--- src/rtl/store_unit.sv ---
// Store path: formats GPR stores into byte-strobed word writes, queues them in order, and drains them to memory over req/ack.
// Optional misaligned/reserved-size dropping is enabled by defining STORE_MISALIGN_CHECK_EN.
module store_unit #(
  parameter int ADDR_W = 32,
  parameter int DEPTH  = 4
) (
  input  logic              clk,
  input  logic              rst_n,
  input  logic              in_valid,
  output logic              in_ready,
  input  logic [ADDR_W-1:0] in_addr,
  input  logic [31:0]       in_data,
  input  logic [1:0]        in_size,
  output logic              mem_req,
  output logic [ADDR_W-1:0] mem_addr,
  output logic [31:0]       mem_wdata,
  output logic [3:0]        mem_wstrb,
  input  logic              mem_ack,
  output logic              busy,
  output logic              err
);

  localparam int PW = $clog2(DEPTH);

  typedef enum logic {IDLE, REQ} state_e;

  state_e            state_q;
  logic [PW:0]       wr_ptr_q, rd_ptr_q;
  logic              req_q;
  logic [ADDR_W-1:0] addr_q;
  logic [31:0]       wdata_q;
  logic [3:0]        wstrb_q;

  logic [ADDR_W-1:0] addr_mem  [DEPTH];
  logic [31:0]       wdata_mem [DEPTH];
  logic [3:0]        wstrb_mem [DEPTH];

  logic [ADDR_W-1:0] fmt_addr;
  logic [31:0]       fmt_wdata;
  logic [3:0]        fmt_wstrb;
  logic              bad;
  logic              empty, full, push, enq, pop;

  always_comb begin
    fmt_addr  = {in_addr[ADDR_W-1:2], 2'b00};
    fmt_wdata = in_data;
    fmt_wstrb = 4'hF;
    case (in_size)
      2'd0: begin
        fmt_wdata = {4{in_data[7:0]}};
        fmt_wstrb = 4'b0001 << in_addr[1:0];
      end
      2'd1: begin
        fmt_wdata = {2{in_data[15:0]}};
        fmt_wstrb = 4'b0011 << {in_addr[1], 1'b0};
      end
      default: ;
    endcase
`ifdef STORE_MISALIGN_CHECK_EN
    bad = ((in_size == 2'd1) && in_addr[0]) ||
          ((in_size == 2'd2) && (in_addr[1:0] != 2'b00)) ||
          (in_size == 2'd3);
`else
    bad = 1'b0;
`endif
  end

  // Pointers carry one extra wrap bit so full and empty are distinguishable.
  assign empty    = (wr_ptr_q == rd_ptr_q);
  assign full     = (wr_ptr_q[PW] != rd_ptr_q[PW]) && (wr_ptr_q[PW-1:0] == rd_ptr_q[PW-1:0]);
  assign in_ready = !full;
  assign push     = in_valid && in_ready;
  assign enq      = push && !bad;
  assign pop      = !empty && ((state_q == IDLE) || mem_ack);

  always_ff @(posedge clk) begin
    if (enq) begin
      addr_mem[wr_ptr_q[PW-1:0]]  <= fmt_addr;
      wdata_mem[wr_ptr_q[PW-1:0]] <= fmt_wdata;
      wstrb_mem[wr_ptr_q[PW-1:0]] <= fmt_wstrb;
    end
  end

  always_ff @(posedge clk or negedge rst_n) begin
    if (!rst_n) begin
      state_q  <= IDLE;
      wr_ptr_q <= '0;
      rd_ptr_q <= '0;
      req_q    <= 1'b0;
      addr_q   <= '0;
      wdata_q  <= '0;
      wstrb_q  <= '0;
    end else begin
      if (enq) wr_ptr_q <= wr_ptr_q + 1'b1;
      if (pop) rd_ptr_q <= rd_ptr_q + 1'b1;
      if (pop) begin
        addr_q  <= addr_mem[rd_ptr_q[PW-1:0]];
        wdata_q <= wdata_mem[rd_ptr_q[PW-1:0]];
        wstrb_q <= wstrb_mem[rd_ptr_q[PW-1:0]];
      end
      case (state_q)
        IDLE: begin
          if (!empty) begin
            req_q   <= 1'b1;
            state_q <= REQ;
          end
        end
        REQ: begin
          // Ack with more queued keeps req high so writes go back to back.
          if (mem_ack && empty) begin
            req_q   <= 1'b0;
            state_q <= IDLE;
          end
        end
        default: begin
          req_q   <= 1'b0;
          state_q <= IDLE;
        end
      endcase
    end
  end

`ifdef STORE_MISALIGN_CHECK_EN
  logic err_q;
  always_ff @(posedge clk or negedge rst_n) begin
    if (!rst_n) err_q <= 1'b0;
    else        err_q <= push && bad;
  end
  assign err = err_q;
`else
  assign err = 1'b0;
`endif

  assign mem_req   = req_q;
  assign mem_addr  = addr_q;
  assign mem_wdata = wdata_q;
  assign mem_wstrb = wstrb_q;
  assign busy      = !empty || (state_q == REQ);

endmodule

--- config.mk ---
export PLATFORM = sky130hd
export DESIGN_NAME = store_unit
export DESIGN_NICKNAME = d
export VERILOG_FILES = /design/src/rtl/store_unit.sv
export SDC_FILE = /design/constraint.sdc
export NUM_CORES = 1
export LEC_CHECK = 0
export ABC_AREA = 1
export CELL_PAD_IN_SITES_DETAIL_PLACEMENT = 0
export CELL_PAD_IN_SITES_GLOBAL_PLACEMENT = 1
export CORE_ASPECT_RATIO = 2
export CORE_UTILIZATION = 45
export DETAILED_ROUTE_END_ITERATION = 10
export HOLD_SLACK_MARGIN = 0.05
export PLACE_DENSITY_LB_ADDON = 0.1
export SLEW_MARGIN = 0
export SYNTH_ARGS = -nofsm -noshare
export SYNTH_HDL_FRONTEND = slang
export SYNTH_SLANG_ARGS = --single-unit
--- constraint.sdc ---
create_clock -name clk -period 5.65 [get_ports clk]
set_input_delay 0.565 -clock clk [delete_from_list [all_inputs] [get_ports clk]]
set_output_delay 0.565 -clock clk [all_outputs]
set_load 0.02 [all_outputs]
==> metrics.md <==
| Metric | Value |
|---|---|
| Critical path origin | `rd_ptr_q[0]` |
| Height of the die | `256 microns` |
| # rows | `between 90 and 100` |
| Initial Util | `0.459` |
| Post-Syn Area | `14500 sq um` |
| Cts hold-fix bufs | `1` |
| Vias per cell | `4.79` |
| Crit Reg-Reg Startpoint | `rd_ptr_q[0]` |
| Core box area | `31700 sq um` |
| Max Slew Vio Count | `0` |
| Maximum buffer depth of the clock tree | `3` |
| Crit path max-delay family | `simple AND/OR/NAND/NOR gates` |
| Fin nets | `about 1700` |
| Net Sw Power | `3410 uW` |
| Clock-pin slew on the worst setup and hold paths | `approximately 0.060 ns` |
| Mean Syn Cell Area | `9.83 sq um` |
| Critical path destination | `mem_addr[4]` |
| IO buf count | `138` |
| Final Hold Viols | `0` |
| Data required time of the worst path | `6.14 ns` |
| Worst Path Buf+Inv | `2` |
| Final wirelength | `33.7 mm` |
| Top cell by count, worst path | `nand2_1` |
| Final Core Density | `0.547` |
| Routed len/inst | `16.5 microns` |
| Total negative slack | `0 ns` |
| Crit end category | `register` |
| ANT cells | `0` |
| CTS tree | `built` |
| Share of the clock period used by the worst path | `0.639` |
| Fin worst setup slack | `approximately 2.0 ns` |
| Maximum VDD drop | `301 uV` |
| Top cells by area, synth | `edfxtp_1 55%, nand2_1 14%, dfrtp_1 13%` |
| Postcts setup bufs | `0` |
| Chip width | `roughly 130 microns` |
| Post-DP HPWL | `20.4 mm` |
| Crit. path cell count | `8` |
| Slowest cell on the critical path | `nand3_4` |
| Clock power share | `0.233` |
| Worst rel slew slack | `0.238` |
| Most common cell in the synthesized netlist | `nand2_1` |
| Async set-reset flop share out of synthesis | `0.219` |
| Status | `finished, final reports clean` |
| Cells after synthesis | `1479` |
| Layout cells sized above 1 | `0.0440` |
| Clk_lat worst skew | `0.56 ns` |
| P&R area growth vs syn | `19.1%` |
| Worst Reg-to-Reg Cells | `8` |
| Startpoint type of the worst setup path | `register` |
| Final std cells w/o fill | `2038` |
| Cell taking the most area after synthesis | `edfxtp_1` |
| # clock sinks | `338` |
| Commonest cells in the netlist | `535 x nand2_1, 285 x inv_1, 264 x edfxtp_1` |
| Pre-CTS worst setup slack | `a little under 2 ns` |
| Hold WC Path Type | `reg -> reg` |
| GRT Residual Overflow | `0` |
| Critical path class | `reg -> reg` |
| First-pass GRT wire length | `53.4 mm` |
| Largest net degree at the start of global routing | `97` |
| Post-CTS Resized | `0` |
| FF-to-FF End | `mem_addr[4]` |
| Vias post-DR | `9768` |
| Leak | `roughly 0.008 uW` |
| R2r setup slk | `2.04 ns` |
| Synth top area share | `0.546` |
| CTS root buf | `clkbuf_16` |
| Initial antenna violation count | `0` |
| RSZ-0062 raised after global routing | `no` |
| Vias in the first global route | `9856` |
| Net Sw Frac | `0.369` |
| Overall routing resource usage | `0.214` |
| Max H-tree Level | `1` |
| Pwr per Cell Area | `535 nW/um^2` |
| #FFs+latches synth | `338` |
| # DRC | `0` |
| Synthesis Warnings | `0` |
| Post-synth EDFFs | `264` |
| Skew final | `0.00809 ns` |
| Post-synthesis sequential area ratio | `0.673` |
| Main synth FF type | `edfxtp_1` |
| Initial drt markers | `509` |
| Worst-margin pin slew | `about 1.1 ns` |
| Max cap viols | `0` |
| Die area | `33100 sq um` |
| 1st-pass router iterations | `5` |
| # placed instances | `about 2000` |
| Worst-path fanout max | `71` |
| Min Tclk post-route | `3.61 ns` |
| Number of CTS-inserted buffers | `31` |
| Crit-path cells | `inv_4, nand2_1, nand2_2, nand3_4, nand2_2, buf_4, nand2_1, nand2_1` |
| Max Fclk | `0.277 GHz` |
| Internal | `around 5900 uW` |
| GP Congestion | `0.736` |
| Library cells used by synthesis | `23` |
| Final setup viols | `0` |
| Combinational share of power | `0.368` |
| I/O pins | `roughly 140` |
| Antenna-violating nets left | `0` |
| Seq pwr share | `0.399` |
| CP peak stage delay | `0.68 ns` |
| Worst EP arrival | `4.10 ns` |
## power groups by stage
| stage | Combinational, uW | Clock [uW] | Sequential [uW] |
|---|---|---|---|
| floorplan | 1980 | 0 | 3990 |
| global placement | 3460 | 0 | 3740 |
| detailed placement | 3510 | 0 | 3750 |
| CTS | 3520 | 2210 | 3700 |
| global route | 3840 | 2300 | 3770 |
| finish | 3410 | 2160 | 3700 |
## per-layer routing
layer	global-route usage	vias up	wire [microns]	part of all wire
li1	-	4843	-	-
met1	0.238	4691	12700	0.38
met2	0.415	189	19000	0.56
met3	0.0228	45	1200	0.036
met4	0.0631	0	723	0.021
met5	0	-	0	0
## flip-flops by register name, summed over array words and instances (netlist names)
register and flops:
mem_wdata 32, addr_mem 120, wr_ptr_q 3, state_q 1, mem_addr 30, wdata_mem 128
wstrb_mem 16, rd_ptr_q 3, mem_req 1, mem_wstrb 4
## layout by cell type, fill, tap and decap left out, types with 2 or more instances in the layout
cell type,synthesis,routed
buf_12,0,2
buf_4,4,10
bufinv_16,0,3
clkbuf_1,32,10
clkbuf_16,0,32
clkbuf_8,0,7
clkdlybuf4s50_1,0,137
clkinv_2,0,4
conb_1,1,3
dfrtp_1,74,72
edfxtp_1,264,264
ha_1,5,5
inv_1,285,283
nand2_1,535,535
nand2_2,2,2
nand3_1,208,208
nand4_1,3,3
nor2_1,6,3
nor2_4,0,3
o211ai_1,5,5
o21ai_0,12,12
## final cells by class
type / instances / area [sq um]
inverters: 286 / 1080
clock inverters: 8 / 116
well taps: 423 / 529
clock buffers: 49 / 935
multi-input cells: 784 / 3370
fillers: 2792 / 14400
repair buffers: 150 / 1500
flip-flops and latches: 338 / 9780
## logic make-up (layout without fill, tap and decap cells)
| logic type | after synthesis | in the layout | synth area share |
|---|---|---|---|
| fa+ha+maj | 5 | 5 | 0.00430 |
| other cells | 1 | 3 | 0.000258 |
| buf+inv | 359 | 493 | 0.0976 |
| compound gates | 18 | 18 | 0.00723 |
| flops | 338 | 338 | 0.673 |
| xor+xnor | 2 | 2 | 0.00250 |
| simple gates | 756 | 756 | 0.215 |
## how the worst min path moves through the flow
stage / startpoint / endpoint / slack (ns) / cells past startpoint
4_1_cts: mem_addr[30] / mem_addr[30] / 0.47 / 2
2_1_floorplan: rst_n / mem_addr[10] / 0.27 / 0
3_5_place_dp: mem_addr[17] / mem_addr[17] / 0.46 / 2
3_3_place_gp: mem_wdata[0] / mem_wdata[0] / 0.45 / 2
6_report: mem_addr[30] / mem_addr[30] / 0.47 / 2
5_1_grt: mem_addr[16] / mem_addr[16] / 0.49 / 2
## worst reg2reg max path, delay by kind of cell, from the launching register on
family,cells,cell delay [ns]
buffers and inverters,2,1.15
and+or+nand+nor,6,1.72
DFF,1,0.67
## per-stage QoR
stage / hold WS, ns / area (sq um) / power [uW]
detailed placement: 0.457 / 16200 / 7260
CTS: 0.473 / 17300 / 9430
global placement: 0.454 / 16200 / 7200
global route: 0.486 / 17300 / 9910
floorplan: 0.269 / 14500 / 5960
finish: 0.467 / 17300 / 9270
(Power assumes the default switching activity.)
